--- src/rtl/mask_encoder_32_5.sv ---
// mask_encoder_32_5: walks a 32-bit multi-hot mask back into 5-bit register
// indices, one index per accepted output beat, lowest-first or highest-first.
module mask_encoder_32_5 #(
    parameter bit LSB_FIRST = 1'b1
) (
    input  logic        clock,
    input  logic        ctrl_reset,
    input  logic        in_valid,
    output logic        in_ready,
    input  logic [31:0] in_mask,
    output logic        out_valid,
    input  logic        out_ready,
    output logic [4:0]  out_index,
    output logic        out_last,
    output logic        busy
);

    typedef enum logic {
        IDLE = 1'b0,
        BUSY = 1'b1
    } state_e;

    state_e      state_q, state_d;
    logic [31:0] pend_q, pend_d;
    // Set on the first edge that samples reset released; keeps in_ready low
    // during reset without a combinational path from ctrl_reset.
    logic        live_q;

    logic [4:0]  lo_idx;
    logic [4:0]  hi_idx;
    logic [4:0]  sel_idx;
    logic        one_left;

    // Lowest set bit of the pending mask (scan downward so the last hit wins).
    always_comb begin
        lo_idx = '0;
        for (int unsigned i = 32; i > 0; i--) begin
            if (pend_q[i-1]) begin
                lo_idx = 5'(i - 1);
            end
        end
    end

    // Highest set bit of the pending mask (scan upward so the last hit wins).
    always_comb begin
        hi_idx = '0;
        for (int unsigned i = 0; i < 32; i++) begin
            if (pend_q[i]) begin
                hi_idx = 5'(i);
            end
        end
    end

    // Pick the emission order and detect the final remaining bit.
    always_comb begin
        sel_idx  = LSB_FIRST ? lo_idx : hi_idx;
        one_left = (pend_q != '0) && ((pend_q & (pend_q - 32'd1)) == '0);
    end

    // Next-state and pending-mask update.
    always_comb begin
        state_d = state_q;
        pend_d  = pend_q;
        unique case (state_q)
            IDLE: begin
                if (in_valid && in_ready) begin
                    pend_d = in_mask;
                    if (in_mask != '0) begin
                        state_d = BUSY;
                    end
                end
            end
            BUSY: begin
                if (out_ready) begin
                    pend_d[sel_idx] = 1'b0;
                    if (one_left) begin
                        state_d = IDLE;
                    end
                end
            end
            default: begin
                state_d = IDLE;
                pend_d  = '0;
            end
        endcase
    end

    // Outputs depend only on registered state and pending mask.
    always_comb begin
        in_ready  = live_q && (state_q == IDLE);
        out_valid = (state_q == BUSY);
        busy      = (state_q == BUSY);
        out_index = (state_q == BUSY) ? sel_idx : '0;
        out_last  = (state_q == BUSY) && one_left;
    end

    // State registers with synchronous active-low reset; reset discards any walk.
    always_ff @(posedge clock) begin
        if (!ctrl_reset) begin
            state_q <= IDLE;
            pend_q  <= '0;
            live_q  <= 1'b0;
        end else begin
            state_q <= state_d;
            pend_q  <= pend_d;
            live_q  <= 1'b1;
        end
    end

endmodule
--- config.mk ---
export PLATFORM = sky130hd
export DESIGN_NAME = mask_encoder_32_5
export DESIGN_NICKNAME = d
export VERILOG_FILES = /design/src/rtl/mask_encoder_32_5.sv
export SDC_FILE = /design/constraint.sdc
export NUM_CORES = 1
export LEC_CHECK = 0
export CAP_MARGIN = 20
export CELL_PAD_IN_SITES_DETAIL_PLACEMENT = 0
export CELL_PAD_IN_SITES_GLOBAL_PLACEMENT = 1
export CORE_MARGIN = 5
export CORE_UTILIZATION = 41
export CTS_CLUSTER_DIAMETER = 200
export DETAILED_ROUTE_END_ITERATION = 16
export GPL_TIMING_DRIVEN = 0
export PLACE_DENSITY_LB_ADDON = 0.1
export SYNTH_ARGS = -nofsm -noshare
export SYNTH_HDL_FRONTEND = slang
export SYNTH_SLANG_ARGS = --single-unit
--- constraint.sdc ---
create_clock -name clock -period 8.51 [get_ports clock]
set_input_delay 0.851 -clock clock [delete_from_list [all_inputs] [get_ports clock]]
set_output_delay 0.851 -clock clock [all_outputs]
set_load 0.005 [all_outputs]
After elaboration in Yosys (flattened, before gate mapping):

Cells that the tools add are included.

* order comparisons: 2
* muxes and demuxes: 44
* equality and inequality tests: 2
* reductions and logical operators: 9
* bitwise gates (word level): 4
* $add $sub $neg: 1

Operators with widths (count)
* 5-bit two-way mux: 33
* 32-bit AND: 2
* 32-bit two-way mux: 2
* 32-bit case mux with 2 select lines: 1
* 32-bit nonzero test: 2
* 32-bit logical NOT: 1
* 32-bit NOT: 1
* 32-bit by 1-bit subtractor with 32-bit output (second input constant): 1
* 5-bit by 6-bit less-than comparator with 1-bit output (second input constant): 1
* 1-bit two-way mux: 6
* 1-bit demux with 5-bit select: 1
* 5-bit by 1-bit greater-or-equal comparator with 1-bit output (second input constant): 1
* 1-bit logical AND: 5
* 2-bit inequality test (second input constant): 2
* 1-bit case mux with 2 select lines: 1
* 2-bit AND reduction: 1
* 1-bit NOT: 1

* input port bits: 36
* bits in registers: 34
* output and inout bits: 9

Logic depth before layout (Yosys ltp):

* depth in word-level cells: 40
* gate-level depth with buffers: 10
* mapped depth without buffers: 7

Worst setup path before layout:

Ideal clock, no wire load.

* path type: register to output
* from: register pend_q[9]
* to: output port out_last
* slack: 5.164 ns
* arrival time: 2.495 ns
* cell stages (with the launch flop): 11
* path through: dfxtp_1 > buf_2 > or4_1 > buf_2 > or4_4 > buf_6 > a2111oi_4 > o2111ai_1 > nor2_1 > nand3_1 > nor2_1

* longest elaborated chain between the ends: 5

RTL lines
* start: declaration: line 24 `logic [31:0] pend_q, pend_d;`
* start signal: assignment: line 105 `pend_q <= pend_d;`
* 32-bit by 1-bit subtractor with 32-bit output: line 57 `one_left = (pend_q != '0) && ((pend_q & (pend_q - 32'd1)) == '0);`
* 32-bit AND: line 57
* 32-bit logical NOT: line 57
* 1-bit logical AND (*): line 57
* 1-bit logical AND (*): line 94 `out_last = (state_q == BUSY) && one_left;`
* end: declaration: line 14 `output logic out_last,`

Mark *: on every way between the ends. The rest lies on a longest branch, timed or not.

Final worst setup path:

* from: register pend_q[1]
* to: output port out_last

Same word-level chain as after synthesis.

==> impl_metrics.json <==
{
  "num_antenna_cells": 0,
  "drt_iter0_drc": 241,
  "synthArstFlopShare": 0,
  "syn-num-nets": 373,
  "clock_path_buffers": 2,
  "status": "complete, no violations",
  "worstReg2RegStart": "pend_q[11]",
  "cp_max_fo": 9,
  "die_area_um2": 7680,
  "p_per_area_nw_per_um2": 164,
  "path_cells": "clkbuf_1, or4_1, buf_2, nor4_1, nand2_1, o32a_1, o21ai_0, nand3_1, nor2_1, clkdlybuf4s50_1",
  "first_pass_iters": 5,
  "ant_nets": 0,
  "startpoint_type": "flop",
  "postSynthCellCount": 337,
  "yosys.area.top_type": "dfxtp_1",
  "area_growth_pct": 24.9,
  "critical_path_class": "flop to output pin",
  "grt_use_total": 0.262,
  "worst_ir_drop_vdd_mv": 0.0788,
  "hold_start": "pend_q[15]",
  "slew_headroom": 0.418,
  "synth_area_leaders": "dfxtp_1, nand2_1, a21boi_0",
  "avgSynthCellArea_um2": 7.34,
  "cts_num_sinks": 34,
  "clock.fmax_ghz": 0.225,
  "max_slew.worst_pin.slew_ns": 0.869,
  "start_util": 0.420,
  "clk_pin_slew_worst_paths_ns": 0.07,
  "first_global_vias": 2817,
  "drc": 0,
  "yosysUniqueCellTypes": 52,
  "synth_seq_area_share": 0.275,
  "fin_area_um2": 3090,
  "core_um2": 5890,
  "rows": 28,
  "place_congestion": 0.935,
  "netlist.area_leader.share": 0.275,
  "postCtsSetupBuffers": 0,
  "overflow": 0,
  "place_hpwl_mm": 7.11,
  "dieWidth_um": 87.7,
  "synth_area_um2": 2470,
  "yosysMostFrequentCell": "nand2_1",
  "fin_util": 0.525,
  "period_minus_slack_ns": 4.45,
  "grt_max_degree": 11,
  "finalHoldViolCount": 0,
  "yosys_warnings": 0,
  "arrival_ns": 3.60,
  "cts_buffers": 5,
  "synthTopCellsByCount": "nand2_1, dfxtp_1, clkbuf_1, nor2_1, a21oi_1",
  "critPathCaptureType": "output pin",
  "finalClockSkew_ns": 0.00719,
  "clk_latency_ns": 0.30,
  "crit_slowest_cell": "or4_1",
  "rsz0062_at_grt": "false",
  "fin_nets": 424,
  "placedInstanceArea_um2": 3010,
  "cts_root_buffer": "clkbuf_8",
  "synth-seq-cells": 34,
  "slowest_delay_ns": 0.53,
  "boundaryPins": 45,
  "vias_per_cell": 6.45,
  "cts_tree": "yes",
  "cts-resized-gates": 0,
  "setup-tns-final_ns": 0,
  "antenna_found_initial": 0,
  "totalWireLength_mm": 9.84,
  "drive_gt1_frac": 0.0620,
  "cp_data_required_time_ns": 7.66,
  "grt_pass1_wl_mm": 15.2,
  "die_h_um": 87.7,
  "htree_levels": 2,
  "avgRoutedWirePerCell_um": 21.3,
  "ys.flop_type": "dfxtp_1",
  "worstHoldPathType": "flop to flop",
  "vias": 2982,
  "cap_violations": 0,
  "p_leak_nw": 1.07,
  "io_buffers": 44,
  "synth_enable_flop_cells": 0,
  "drv_slew": 0,
  "crit_path_start": "pend_q[1]",
  "cts_hold_buf": 0,
  "post-route-period-util": 0.523,
  "finalSetupViolations": 0
}
==> final cells by class <==
cell class,count,area (um^2)
Fill cell,609,2800
Tap cell,75,93.8
Timing Repair Buffer,44,440
Buffer,30,138
Clock buffer,6,82.6
Sequential cell,34,681
Inverter,8,30.0
Multi-Input combinational cell,265,1620
==> final timing paths <==
check | end | slack [ns] | depth (start not counted)
setup / recovery | out_last | 4.06 | 10
hold / removal | pend_q[15] | 0.57 | 2
setup reg to reg | pend_q[12] | 5.23 | 8
hold reg to reg | pend_q[15] | 0.57 | 2
==> through the flow <==
| stage | hold WS [ns] | worst slack [ns] | power, mW | cells |
|---|---|---|---|---|
| 6_report | 0.565 | 4.06 | 0.507 | 462 |
| 5_1_grt | 0.589 | 3.82 | 0.532 | 462 |
| 4_1_cts | 0.562 | 4.09 | 0.503 | 462 |
| 3_5_place_dp | 0.554 | 4.44 | 0.379 | 456 |
| 3_3_place_gp | 0.551 | 4.44 | 0.381 | 456 |
| 2_1_floorplan | 0.495 | 5.16 | 0.302 | 337 |
==> cell families (layout without fill, tap and decap cells) <==
logic type	Yosys count	count (layout)	share of synthesized area
and+or+nand+nor	140	140	0.287
AOI/OAI and AO/OA	123	123	0.362
buffers and inverters	38	88	0.0678
DFF	34	34	0.275
adders and majority gates	2	2	0.00810
==> state kept, by name, indices dropped and copies added, names as in the netlist <==
register	count
busy	1
live_q	1
pend_q	32
==> metal layers <==
layer	wire length [um]	GRT usage
met1	4390	0.358
met2	4350	0.406
met3	845	0.0583
met4	247	0.0921
met5	0	0
==> cells in the final DEF, fill, tap and decap left out, drive strengths merged, types with 5 or more instances in the layout <==
| master | instances |
|---|---|
| clkdlybuf4s50 | 44 |
| nand2 | 39 |
| dfxtp | 34 |
| clkbuf | 28 |
| nor2 | 22 |
| a21oi | 21 |
| a21boi | 21 |
| nor4 | 18 |
| o21ai | 17 |
| o211ai | 15 |
| nor3 | 14 |
| nand3 | 12 |
| inv | 8 |
| buf | 8 |
| or4 | 7 |
| a22oi | 6 |
| o311ai | 5 |
| nor2b | 5 |
| nand2b | 5 |
| a31o | 5 |
==> worst max-delay path, delay by kind of cell (launching register included) <==
kind                   cells  cell delay (ns)
AO/OA/AOI/OAI              2             0.61
buffers and inverters      3             0.91
flip-flops                 1             0.30
AND/OR/NAND/NOR            5             1.50
==> power by group <==
group          switching, mW  internal [mW]
Combinational          0.126         0.0776
Sequential            0.0115          0.168
Clock                 0.0611         0.0625
(Power assumes the default switching activity.)
